`src/rtl/mem_port_arbiter.sv`:
```
// mem_port_arbiter
//   Shares one physical memory port between instruction fetch (read-only)
//   and load/store (read/write). One transaction is outstanding at a time:
//   a request is accepted in IDLE, presented to memory in ISSUE until the
//   memory accepts it, and its response is routed back to the owner in WAIT.
//
//   Arbitration (default build): LSU has priority, but after STARVE_LIMIT
//   consecutive LSU grants with a fetch waiting, the fetch wins one grant.
//   Optional macro MEM_ARB_RR_EN: round-robin on simultaneous requests
//   instead (last-grant flag resets to IF, so LSU wins the first tie).
//
// Ports
//   clock, reset            rising-edge clock; asynchronous active-low reset
//   if_req_*                fetch request (valid/ready/addr)
//   if_resp_*               fetch response (1-cycle valid pulse, held data)
//   ls_req_*                load/store request (valid/ready/wr/addr/wdata/size)
//   ls_resp_*               load/store response (1-cycle valid pulse, held data)
//   mem_req_*               request toward memory (valid/ready/wr/addr/wdata/size)
//   mem_resp_*              memory response (valid/data)
module mem_port_arbiter #(
    parameter int unsigned ADDR_WIDTH   = 32,
    parameter int unsigned DATA_WIDTH   = 32,
    parameter int unsigned STARVE_LIMIT = 4
) (
    input  logic                  clock,
    input  logic                  reset,
    input  logic                  if_req_valid,
    output logic                  if_req_ready,
    input  logic [ADDR_WIDTH-1:0] if_req_addr,
    output logic                  if_resp_valid,
    output logic [DATA_WIDTH-1:0] if_resp_data,
    input  logic                  ls_req_valid,
    output logic                  ls_req_ready,
    input  logic                  ls_req_wr,
    input  logic [ADDR_WIDTH-1:0] ls_req_addr,
    input  logic [DATA_WIDTH-1:0] ls_req_wdata,
    input  logic [3:0]            ls_req_size,
    output logic                  ls_resp_valid,
    output logic [DATA_WIDTH-1:0] ls_resp_data,
    output logic                  mem_req_valid,
    input  logic                  mem_req_ready,
    output logic                  mem_req_wr,
    output logic [ADDR_WIDTH-1:0] mem_req_addr,
    output logic [DATA_WIDTH-1:0] mem_req_wdata,
    output logic [3:0]            mem_req_size,
    input  logic                  mem_resp_valid,
    input  logic [DATA_WIDTH-1:0] mem_resp_data
);

    typedef enum logic [1:0] {ST_IDLE, ST_ISSUE, ST_WAIT} state_t;

    state_t state;
    logic   owner_ls;      // 1 = LSU owns the in-flight transaction
    logic   grant_if;
    logic   grant_ls;
    logic   tie_to_if;     // on a simultaneous request, the fetch wins

`ifdef MEM_ARB_RR_EN
    logic   last_ls;       // last grant went to LSU
`else
    logic [3:0] starve_cnt;
`endif

    always_comb begin
`ifdef MEM_ARB_RR_EN
        tie_to_if = last_ls;
`else
        tie_to_if = (starve_cnt == 4'(STARVE_LIMIT));
`endif
        grant_ls = 1'b0;
        grant_if = 1'b0;
        // Gated by reset so both readies are low while reset is asserted.
        if (reset && state == ST_IDLE) begin
            if (ls_req_valid && !(if_req_valid && tie_to_if))
                grant_ls = 1'b1;
            else if (if_req_valid)
                grant_if = 1'b1;
        end
    end

    assign if_req_ready = grant_if;
    assign ls_req_ready = grant_ls;

    always_ff @(posedge clock or negedge reset) begin
        if (!reset) begin
            state         <= ST_IDLE;
            owner_ls      <= 1'b0;
            mem_req_valid <= 1'b0;
            mem_req_wr    <= 1'b0;
            mem_req_addr  <= '0;
            mem_req_wdata <= '0;
            mem_req_size  <= '0;
            if_resp_valid <= 1'b0;
            if_resp_data  <= '0;
            ls_resp_valid <= 1'b0;
            ls_resp_data  <= '0;
`ifdef MEM_ARB_RR_EN
            last_ls       <= 1'b0;
`else
            starve_cnt    <= '0;
`endif
        end else begin
            if_resp_valid <= 1'b0;
            ls_resp_valid <= 1'b0;

            case (state)
                ST_IDLE: begin
                    if (grant_ls) begin
                        owner_ls      <= 1'b1;
                        mem_req_wr    <= ls_req_wr;
                        mem_req_addr  <= ls_req_addr;
                        mem_req_wdata <= ls_req_wdata;
                        mem_req_size  <= ls_req_size;
                        mem_req_valid <= 1'b1;
                        state         <= ST_ISSUE;
                    end else if (grant_if) begin
                        owner_ls      <= 1'b0;
                        mem_req_wr    <= 1'b0;
                        mem_req_addr  <= if_req_addr;
                        mem_req_wdata <= '0;
                        mem_req_size  <= 4'b1000;
                        mem_req_valid <= 1'b1;
                        state         <= ST_ISSUE;
                    end
                end
                ST_ISSUE: begin
                    if (mem_req_ready) begin
                        mem_req_valid <= 1'b0;
                        state         <= ST_WAIT;
                    end
                end
                ST_WAIT: begin
                    if (mem_resp_valid) begin
                        if (owner_ls) begin
                            ls_resp_valid <= 1'b1;
                            ls_resp_data  <= mem_resp_data;
                        end else begin
                            if_resp_valid <= 1'b1;
                            if_resp_data  <= mem_resp_data;
                        end
                        state <= ST_IDLE;
                    end
                end
                default: state <= ST_IDLE;
            endcase

`ifdef MEM_ARB_RR_EN
            if (grant_ls)
                last_ls <= 1'b1;
            else if (grant_if)
                last_ls <= 1'b0;
`else
            // Counts LSU wins over a waiting fetch; saturates at the limit.
            if (grant_if)
                starve_cnt <= '0;
            else if (grant_ls && if_req_valid && starve_cnt != 4'(STARVE_LIMIT))
                starve_cnt <= starve_cnt + 4'd1;
`endif
        end
    end

endmodule

```
`config.mk`:
```
export PLATFORM = sky130hd
export DESIGN_NAME = mem_port_arbiter
export DESIGN_NICKNAME = d
export VERILOG_FILES = /design/src/rtl/mem_port_arbiter.sv
export SDC_FILE = /design/constraint.sdc
export NUM_CORES = 1
export LEC_CHECK = 0
export ABC_AREA = 1
export BUFFER_PORTS_ARGS = -buffer_cell sky130_fd_sc_hd__buf_2
export CORE_MARGIN = 2
export CORE_UTILIZATION = 40
export DETAILED_ROUTE_END_ITERATION = 6
export PLACE_DENSITY_LB_ADDON = 0.1
export SYNTH_ARGS = -nofsm -noshare
export SYNTH_HDL_FRONTEND = slang
export SYNTH_SLANG_ARGS = --single-unit
```
`constraint.sdc`:
```
create_clock -name clock -period 1.6 [get_ports clock]
set_input_delay 0 -clock clock [delete_from_list [all_inputs] [get_ports clock]]
set_output_delay 0 -clock clock [all_outputs]
set_load 0.02 [all_outputs]
```
* Word level (Yosys, flattened, before mapping) *
Index checks and enable logic that the tools add are counted.

word-level totals
  word-level logic and storage cells = 67
  bits in registers = 143
  input port bits = 139
  output and inout bits = 138

cells by class
  add/sub/neg operators = 1
  bitwise gates (word level) = 1
  reduce and logical (&&, ||, !) cells = 15
  equal/unequal tests = 7
  muxes and demuxes = 31

operators with widths
  operator                                                          count
  32-bit two-way mux                                                4
  1-bit two-way mux                                                 17
  4-bit two-way mux                                                 4
  3-bit AND reduction                                               4
  2-bit two-way mux                                                 4
  2-bit case mux with 3 select lines                                1
  2-bit nonzero test                                                3
  1-bit logical AND                                                 5
  4-bit by 1-bit adder with 4-bit output (second input constant)    1
  4-bit by 3-bit == test with 1-bit output (second input constant)  1
  2-bit != test (second input constant)                             2
  4-bit by 3-bit != test with 1-bit output (second input constant)  1
  3-bit != test (second input constant)                             1
  2-bit by 1-bit == test with 1-bit output (second input constant)  1
  2-bit == test (second input constant)                             1
  2-bit logical NOT                                                 1
  1-bit case mux with 2 select lines                                1
  2-bit AND reduction                                               1
  1-bit logical NOT                                                 1
  1-bit inverter                                                    1

* Depth between registers and ports, before layout *
Gate-level depths: netlist of run 1.

  depth in word-level cells = 10
  mapped depth = 9
  depth with buffers taken out = 8

* Worst setup path after synthesis of run 1 *
OpenSTA, ideal clock, no wires.

  path type = reg-to-reg
  from = register starve_cnt[0]
  to = register mem_req_wdata[10]
  path buffers = 2
  data required time = 1484 ps
  slack = 167 ps
  stages on the path, launching flop included = 10
  clock period less this slack = 1433 ps
  library setup time = 116 ps
  arrival time = 1317 ps
  cell sequence = dfrtp_1 > inv_1 > ha_1 > nand4_2 > nand2_2 > inv_2 > buf_6 > buf_6 > nand2_1 > nand2_1

on the way
  cells in the longest elaborated chain, start to end = 8
  elaborated cells on any way between the ends = 11
  classes of those cells = eq/ne (1); mux (5); reduce/logical (5)

RTL lines
  element                                       RTL line  source
  start: declaration                            61        logic [3:0] starve_cnt;
  start signal: assignment                      157       starve_cnt <= starve_cnt + 4'd1;
  4-bit by 3-bit == test with 1-bit output (*)  68        tie_to_if = (starve_cnt == 4'(STARVE_LIMIT));
  1-bit logical AND (*)                         74        if (ls_req_valid && !(if_req_valid && tie_to_if))
  1-bit logical NOT (*)                         74
  1-bit logical AND (*)                         74
  1-bit two-way mux                             74
  1-bit two-way mux                             73        if (reset && state == ST_IDLE) begin
  2-bit nonzero test (no source line)           n/a
  2-bit AND reduction (no source line)          n/a
  end signal: assignment                        112       mem_req_wdata <= ls_req_wdata;
  end: declaration                              44        output logic [DATA_WIDTH-1:0] mem_req_wdata,

Mark *: on every way between the ends. The rest lies on a longest branch, timed or not.
A chain may end at the register's enable or synchronous reset.

* Final worst setup path of run 1 *
  from = register state[0]
  to = output port ls_req_ready

on the way
  cells in the longest elaborated chain, start to end = 3

RTL lines
  element                   RTL line  source
  start: declaration        52        state_t state;
  start signal: assignment  86        state <= ST_IDLE;
  start signal: assignment  115       state <= ST_ISSUE;
  start signal: assignment  123       state <= ST_ISSUE;
  2-bit logical NOT         73
  1-bit logical AND         73
  1-bit two-way mux         73
  end: declaration          33        output logic ls_req_ready,

No other way between the ends.

==> impl_metrics.json, run 1 <==
{
  "use_met1_pct": 29.05,
  "synth_largest_area_cell": "dfrtp_1",
  "path_clk_slew_ps": 60,
  "ant_nets": 0,
  "grt_util_met3_pct": 5.948,
  "worstSetupStartpointType": "flop",
  "syn_nets": 833,
  "r2r_cells": 8,
  "drv_slew": 0,
  "power_leakage_nw": 5.426,
  "fin_crit_ps": 1535,
  "timing.hold.ws_ps": 96.43,
  "die_w_um": 125.3,
  "placed_cells": 1131,
  "criticalPathCategory": "flop to output pin",
  "period_share_pct": 95.94,
  "cp_slowest_cell": "dfrtp_1",
  "seq_area_frac_synth_pct": 60.79,
  "antenna_cells": 0,
  "grt_pass1_wl_mm": 29.53,
  "max_freq_mhz": 651.5,
  "worst-path-buf-inv": 2,
  "hold_viol": 0,
  "synth.distinct_cells": 20,
  "rsz0062_at_grt": "yes",
  "slowest_delay_ps": 420,
  "met2_usage_pct": 38.20,
  "drive_gt1_share_pct": 30.50,
  "htree_levels": 4,
  "power_density_mw_per_mm2": 1836,
  "overflow": 0,
  "drt_first_pass_iters": 4,
  "drv_cap": 0,
  "setup_violations": 0,
  "critPathArrivalTime_ps": 1530,
  "grt_pass1_vias": 6102,
  "start_util_pct": 40.66,
  "port-buffer-count": 276,
  "final_core_util_pct": 66.42,
  "worstHoldPathType": "input port to flop",
  "ys_warn_count": 0,
  "area_growth_pct": 63.36,
  "place_area_mm2": 0.007526,
  "cts_tree": "done",
  "antenna_found_initial": 0,
  "cts.sinks": 143,
  "crit_family": "simple AND/OR/NAND/NOR gates",
  "holdPathStages": 6,
  "grt_max_degree": 144,
  "yosys_register_bits": 143,
  "place.detailed.hpwl_mm": 10.70,
  "timing.rr.end": "mem_req_addr[25]",
  "hold-path-endpoint": "starve_cnt[2]",
  "die_h_um": 125.3,
  "instances_no_fill": 1302,
  "nets": 1246,
  "drt_iter0_drc": 261,
  "num_rows": 44,
  "clk_latency_ps": 410,
  "ir_drop_v": 0.0007614,
  "drc": 0,
  "root_buffer": "clkbuf_16",
  "ios": 277,
  "core_mm2": 0.01448,
  "syn_area_mm2": 0.005887,
  "regToRegSetupSlack_ps": 120,
  "clock_path_buffers": 2,
  "synth.top_cell.area_share_pct": 60.79,
  "worst_pin_slew_ps": 793.0,
  "nFillCells": 1197,
  "grt-busiest-layer": "met2",
  "fin_skew_ps": 10.21,
  "worstHoldStart": "ls_req_valid",
  "crit_chain": "nor2_1 -> nand2_2 -> nor2_4 -> nand2_4 -> inv_6 -> buf_4",
  "numCtsBuffers": 17,
  "routed_wl_mm": 17.86,
  "wl_per_cell_um": 13.72,
  "fin_total_pwr_mw": 17.66,
  "r2r_start": "state[0]",
  "dieArea_mm2": 0.01570,
  "critical_path_required_ps": 1600,
  "status": "completed",
  "slew_headroom_pct": 47.13,
  "vias": 6018,
  "gp_congestion": 0.7878,
  "crit_path_end_kind": "output pin",
  "syn_inst": 692,
  "synth.top_cells.by_area": "dfrtp_1, nand2_1, o21ai_0, nand3_1, inv_1",
  "fin_area_mm2": 0.009617,
  "grt_util_all_layers_pct": 23.34,
  "vias_per_cell": 4.622,
  "critPathMaxFanout": 5,
  "avgSynthCellArea_um2": 8.507
}
==> metal layers <==
metal	vias up	wire length [um]
met4	0	607
met2	243	8721
met5	-	0
met1	2764	7454
met3	46	1075
li1	2965	-
==> timing repair <==
action	in CTS	in global routing
buffers inserted	5	0
hold buffers	136	0
endpoints found under the hold margin	279	0
resized for setup	6	7
pin swaps	2	1
endpoints found under the setup margin	2	38
==> logic make-up (layout without fill, tap and decap cells) <==
group | after synthesis | count (layout) | synth area share, %
AO/OA/AOI/OAI | 71 | 71 | 6.270
XOR/XNOR | 1 | 1 | 0.1488
adder cells (fa/ha/maj) | 2 | 2 | 0.4250
buffers and inverters | 84 | 510 | 6.121
flip-flops | 143 | 143 | 60.79
AND/OR/NAND/NOR | 391 | 391 | 26.25
==> cell usage in the layout, fill, tap and decap left out <==
| master | netlist | routed |
|---|---|---|
| nor2_1 | 2 | 2 |
| buf_6 | 3 | 2 |
| inv_6 | 0 | 3 |
| clkinvlp_4 | 0 | 5 |
| nand2_4 | 0 | 1 |
| clkbuf_1 | 14 | 1 |
| nand3_2 | 0 | 2 |
| dfrtp_1 | 143 | 143 |
| nand4_1 | 2 | 2 |
| nand4_4 | 0 | 1 |
| buf_12 | 0 | 6 |
| inv_1 | 45 | 43 |
| dlygate4sd3_1 | 0 | 136 |
| nor2_2 | 1 | 1 |
| nand3_1 | 39 | 37 |
| ha_1 | 2 | 1 |
| xor2_1 | 1 | 1 |
| buf_4 | 0 | 14 |
| nand2_1 | 343 | 341 |
| buf_2 | 18 | 273 |
| ha_4 | 0 | 1 |
| o21ai_0 | 69 | 69 |
| o31ai_1 | 1 | 1 |
| bufinv_16 | 0 | 5 |
| clkbuf_8 | 0 | 2 |
| clkbuf_16 | 0 | 17 |
| nor2_4 | 1 | 1 |
| nand2_2 | 2 | 3 |
| inv_2 | 2 | 3 |
| a21oi_4 | 1 | 1 |
==> worst min-delay path: stages <==
cell	delay, ps
buf_2	100
nand2_2	60
nand2_2	70
buf_4	130
nand3_1	60
nand2_1	50
==> where the power goes <==
group          internal [mW]  total [mW]  switching (mW)
registers               5.31        6.17           0.863
logic                   2.51        7.11            4.60
clock network           2.86        4.38            1.52
==> cell type report <==
class,count,area [um^2],share of cell area (%)
Tap cell,184,230.2,2.394
Clock inverter,12,205.2,2.134
Timing Repair Buffer,431,2975,30.94
Inverter,47,181.4,1.887
Clock buffer,20,456.7,4.749
Multi-Input combinational cell,465,1989,20.69
Sequential cell,143,3578,37.21
==> synthesized netlist by cell type (all sizes together) <==
master / count
ha: 2
dfrtp: 143
nand2: 345
buf: 23
nor2: 4
clkbuf: 14
nand4: 3
a21oi: 1
o31ai: 1
inv: 47
xor2: 1
nand3: 39
o21ai: 69
==> sequential cells by signal, summed over array words and instances (netlist names) <==
| name | cells |
|---|---|
| if_resp_data | 32 |
| if_resp_valid | 1 |
| ls_resp_data | 32 |
| ls_resp_valid | 1 |
| mem_req_addr | 32 |
| mem_req_size | 4 |
| mem_req_valid | 1 |
| mem_req_wdata | 32 |
| mem_req_wr | 1 |
| owner_ls | 1 |
| starve_cnt | 4 |
| state | 2 |
==> how the worst max path moves through the flow <==
stage / cells after the start / startpoint / end / slack, ps
2_1_floorplan: 9 / starve_cnt[0] / mem_req_wdata[10] / 170
5_1_grt: 6 / state[0] / ls_req_ready / -20
6_report: 6 / state[0] / ls_req_ready / 70
4_1_cts: 6 / state[0] / ls_req_ready / 0.7
3_3_place_gp: 8 / starve_cnt[0] / mem_req_wdata[4] / 170
3_5_place_dp: 8 / starve_cnt[0] / mem_req_wdata[2] / 140
==> stage by stage <==
stage          setup slack, ps  setup TNS (ps)
2_1_floorplan            166.5               0
3_3_place_gp             165.6               0
3_5_place_dp             144.3               0
4_1_cts                 0.7166               0
5_1_grt                 -17.06          -17.06
6_report                 65.02               0
No activity file was read; power rests on OpenSTA's default activity.
==> run 2: changes to the inputs <==
--- a/config.mk
+++ b/config.mk
@@ -5,7 +5,7 @@
 export SDC_FILE = /design/constraint.sdc
 export NUM_CORES = 1
 export LEC_CHECK = 0
-export ABC_AREA = 1
+export ABC_AREA = 0
 export BUFFER_PORTS_ARGS = -buffer_cell sky130_fd_sc_hd__buf_2
 export CORE_MARGIN = 2
 export CORE_UTILIZATION = 40
==> impl_metrics.json, run 2 <==
{
  "fin_area_mm2": 0.009723,
  "layout_commonest_cell": "buf_2",
  "ys_warn_count": 0,
  "cts_tree": "done",
  "htree_levels": 4,
  "die_h_um": 124.3,
  "syn_nets": 589,
  "syn_area_mm2": 0.005786,
  "setup-tns-final_ps": -6878,
  "avgSynthCellArea_um2": 12.91,
  "drive_gt1_share_pct": 46.69,
  "synthMuxAreaShare_pct": 12.46,
  "worstHoldStart": "if_req_valid",
  "final_core_util_pct": 69.51,
  "clk_latency_ps": 420,
  "dieArea_mm2": 0.01544,
  "status": "finished, violations left",
  "timing.final.ws_setup_ps": -143.2,
  "rsz0062_at_grt": "yes",
  "violations": "setup timing",
  "period_share_pct": 108.9,
  "synth.distinct_cells": 29,
  "path_clk_slew_ps": 60,
  "gp_congestion": 0.8107,
  "grt_pass1_wl_mm": 29.37,
  "drv_slew": 0,
  "start_util_pct": 41.36,
  "ir_drop_v": 0.0009473,
  "endpoint": "ls_req_ready",
  "yosys.cell_count.top_type": "dfrtp_1",
  "crit_path_end_kind": "output pin",
  "max_freq_mhz": 573.7,
  "port-buffer-count": 276,
  "drt_iter0_drc": 343,
  "regToRegSetupSlack_ps": -140,
  "timing.rr.end": "mem_req_wdata[16]",
  "synth_xor_area_share_pct": 0,
  "nets": 1019,
  "slew_headroom_pct": 63.13,
  "place.detailed.hpwl_mm": 10.73,
  "synth.top_cell.area_share_pct": 61.85,
  "vias": 5436,
  "cts.sinks": 143,
  "clock_path_buffers": 2,
  "grt_max_degree": 110,
  "worstSetupStartpointType": "flop",
  "fin_skew_ps": 6.333,
  "critical_path_required_ps": 1600,
  "power_leakage_nw": 4.855,
  "r2r_cells": 7,
  "synthSimpleGateAreaFrac_pct": 7.894,
  "synth-edff-count": 0,
  "fin_crit_ps": 1743,
  "seq_area_frac_synth_pct": 61.85,
  "critPathLaunch": "starve_cnt[1]",
  "routed_wl_mm": 18.35,
  "core_mm2": 0.01399,
  "yosys_register_bits": 143,
  "synth_top_family_by_area": "multiplexers",
  "drv_cap": 0,
  "hold_viol": 0,
  "synth_top_cells_by_count": "dfrtp_1, mux2_2, inv_1",
  "setup_violations": 101,
  "synth-async-reset-ratio_pct": 100.0,
  "syn_inst": 448,
  "ant_nets": 0,
  "worstHoldPathType": "input port to flop",
  "ios": 277,
  "criticalPathCategory": "flop to output pin",
  "final_cell_mix": "buf_2, dfrtp_1, dlygate4sd3_1, mux2_2, inv_1",
  "fin_total_pwr_mw": 18.04,
  "synth_largest_area_cell": "dfrtp_1",
  "grt_util_all_layers_pct": 23.58,
  "numCtsBuffers": 17,
  "antenna_found_initial": 1,
  "critPathArrivalTime_ps": 1740,
  "vias_per_cell": 5.071,
  "root_buffer": "clkbuf_16",
  "drt_first_pass_iters": 4,
  "critPathMaxFanout": 5,
  "worst_pin_slew_ps": 553.1,
  "num_rows": 43,
  "drc": 0,
  "power_density_mw_per_mm2": 1856,
  "area_growth_pct": 68.06,
  "synthAdderAreaFrac_pct": 0.4325,
  "synth.top_cells.by_area": "dfrtp_1, mux2_2, a22o_1, o221ai_1, nand4_1",
  "synth_flop_cell": "dfrtp_1",
  "r2r_start": "starve_cnt[1]",
  "overflow": 0,
  "die_w_um": 124.3,
  "grt_pass1_vias": 5848,
  "place_area_mm2": 0.007461,
  "synth_compound_area_share_pct": 11.76,
  "wl_per_cell_um": 17.12
}
[run 2: metrics by stage]
step                cells  setup WS [ps]  hold WS [ps]
floorplan             448          24.71        -295.6
global placement      887          41.97         100.2
detailed placement    887          10.87         106.7
CTS                  1067         -161.4         82.61
global route         1071         -191.5         104.8
finish               1072         -143.2         96.98
[run 2: final cells by class]
class / instances / area, um^2
multi-input combinational: 230 / 1939
clock buffer: 19 / 452.9
clock inverter: 13 / 151.4
inverter: 40 / 150.1
tap: 180 / 225.2
fill: 1024 / 4265
timing repair buffer: 446 / 3223
antenna: 1 / 2.502
sequential: 143 / 3578
[run 2: per-layer routing]
metal  global-route usage [%]  vias to the layer above  routed length, um
li1                         -                     2498                  -
met1                    28.04                     2632               7312
met2                    39.57                      248               9082
met3                    7.431                       56               1329
met4                    9.914                        2                618
met5                        0                        -                 11
[run 2: repair_timing]
item / CTS / global route
hold buffers: 138 / 0
endpoints found under the hold margin: 283 / 0
pin swaps: 11 / 4
buffers inserted: 7 / 3
gates cloned: 3 / 1
endpoints found under the setup margin: 4 / 106
gates resized for setup: 15 / 9
[run 2: kinds of logic (layout without fill, tap and decap cells)]
kind of cell               Yosys count  count (layout)
buffers and inverters               75             518
adders and majority gates            2               2
AOI/OAI and AO/OA                   82              82
muxes                               64              64
other                                0               1
DFF                                143             143
and+or+nand+nor                     82              82
[run 2: worst max-delay path: stages, from the launching register on]
cell      delay, ps
dfrtp_1         390
inv_2            70
ha_2            150
nand4b_1        210
and3_4          260
buf_12          130
buf_8           120
[run 2: worst min-delay path by stage]
stage	cells past startpoint	to	slack, ps
2_1_floorplan	0	if_resp_data[0]	-300
3_3_place_gp	2	starve_cnt[2]	100
3_5_place_dp	2	starve_cnt[2]	110
4_1_cts	4	mem_req_valid	80
5_1_grt	4	starve_cnt[0]	100
6_report	4	starve_cnt[0]	100
[run 2: where the power goes]
part / leakage, nW / switching [mW] / internal, mW
logic: 2.78 / 4.44 / 3.31
clock network: 0.289 / 1.59 / 2.41
registers: 1.78 / 0.949 / 5.34
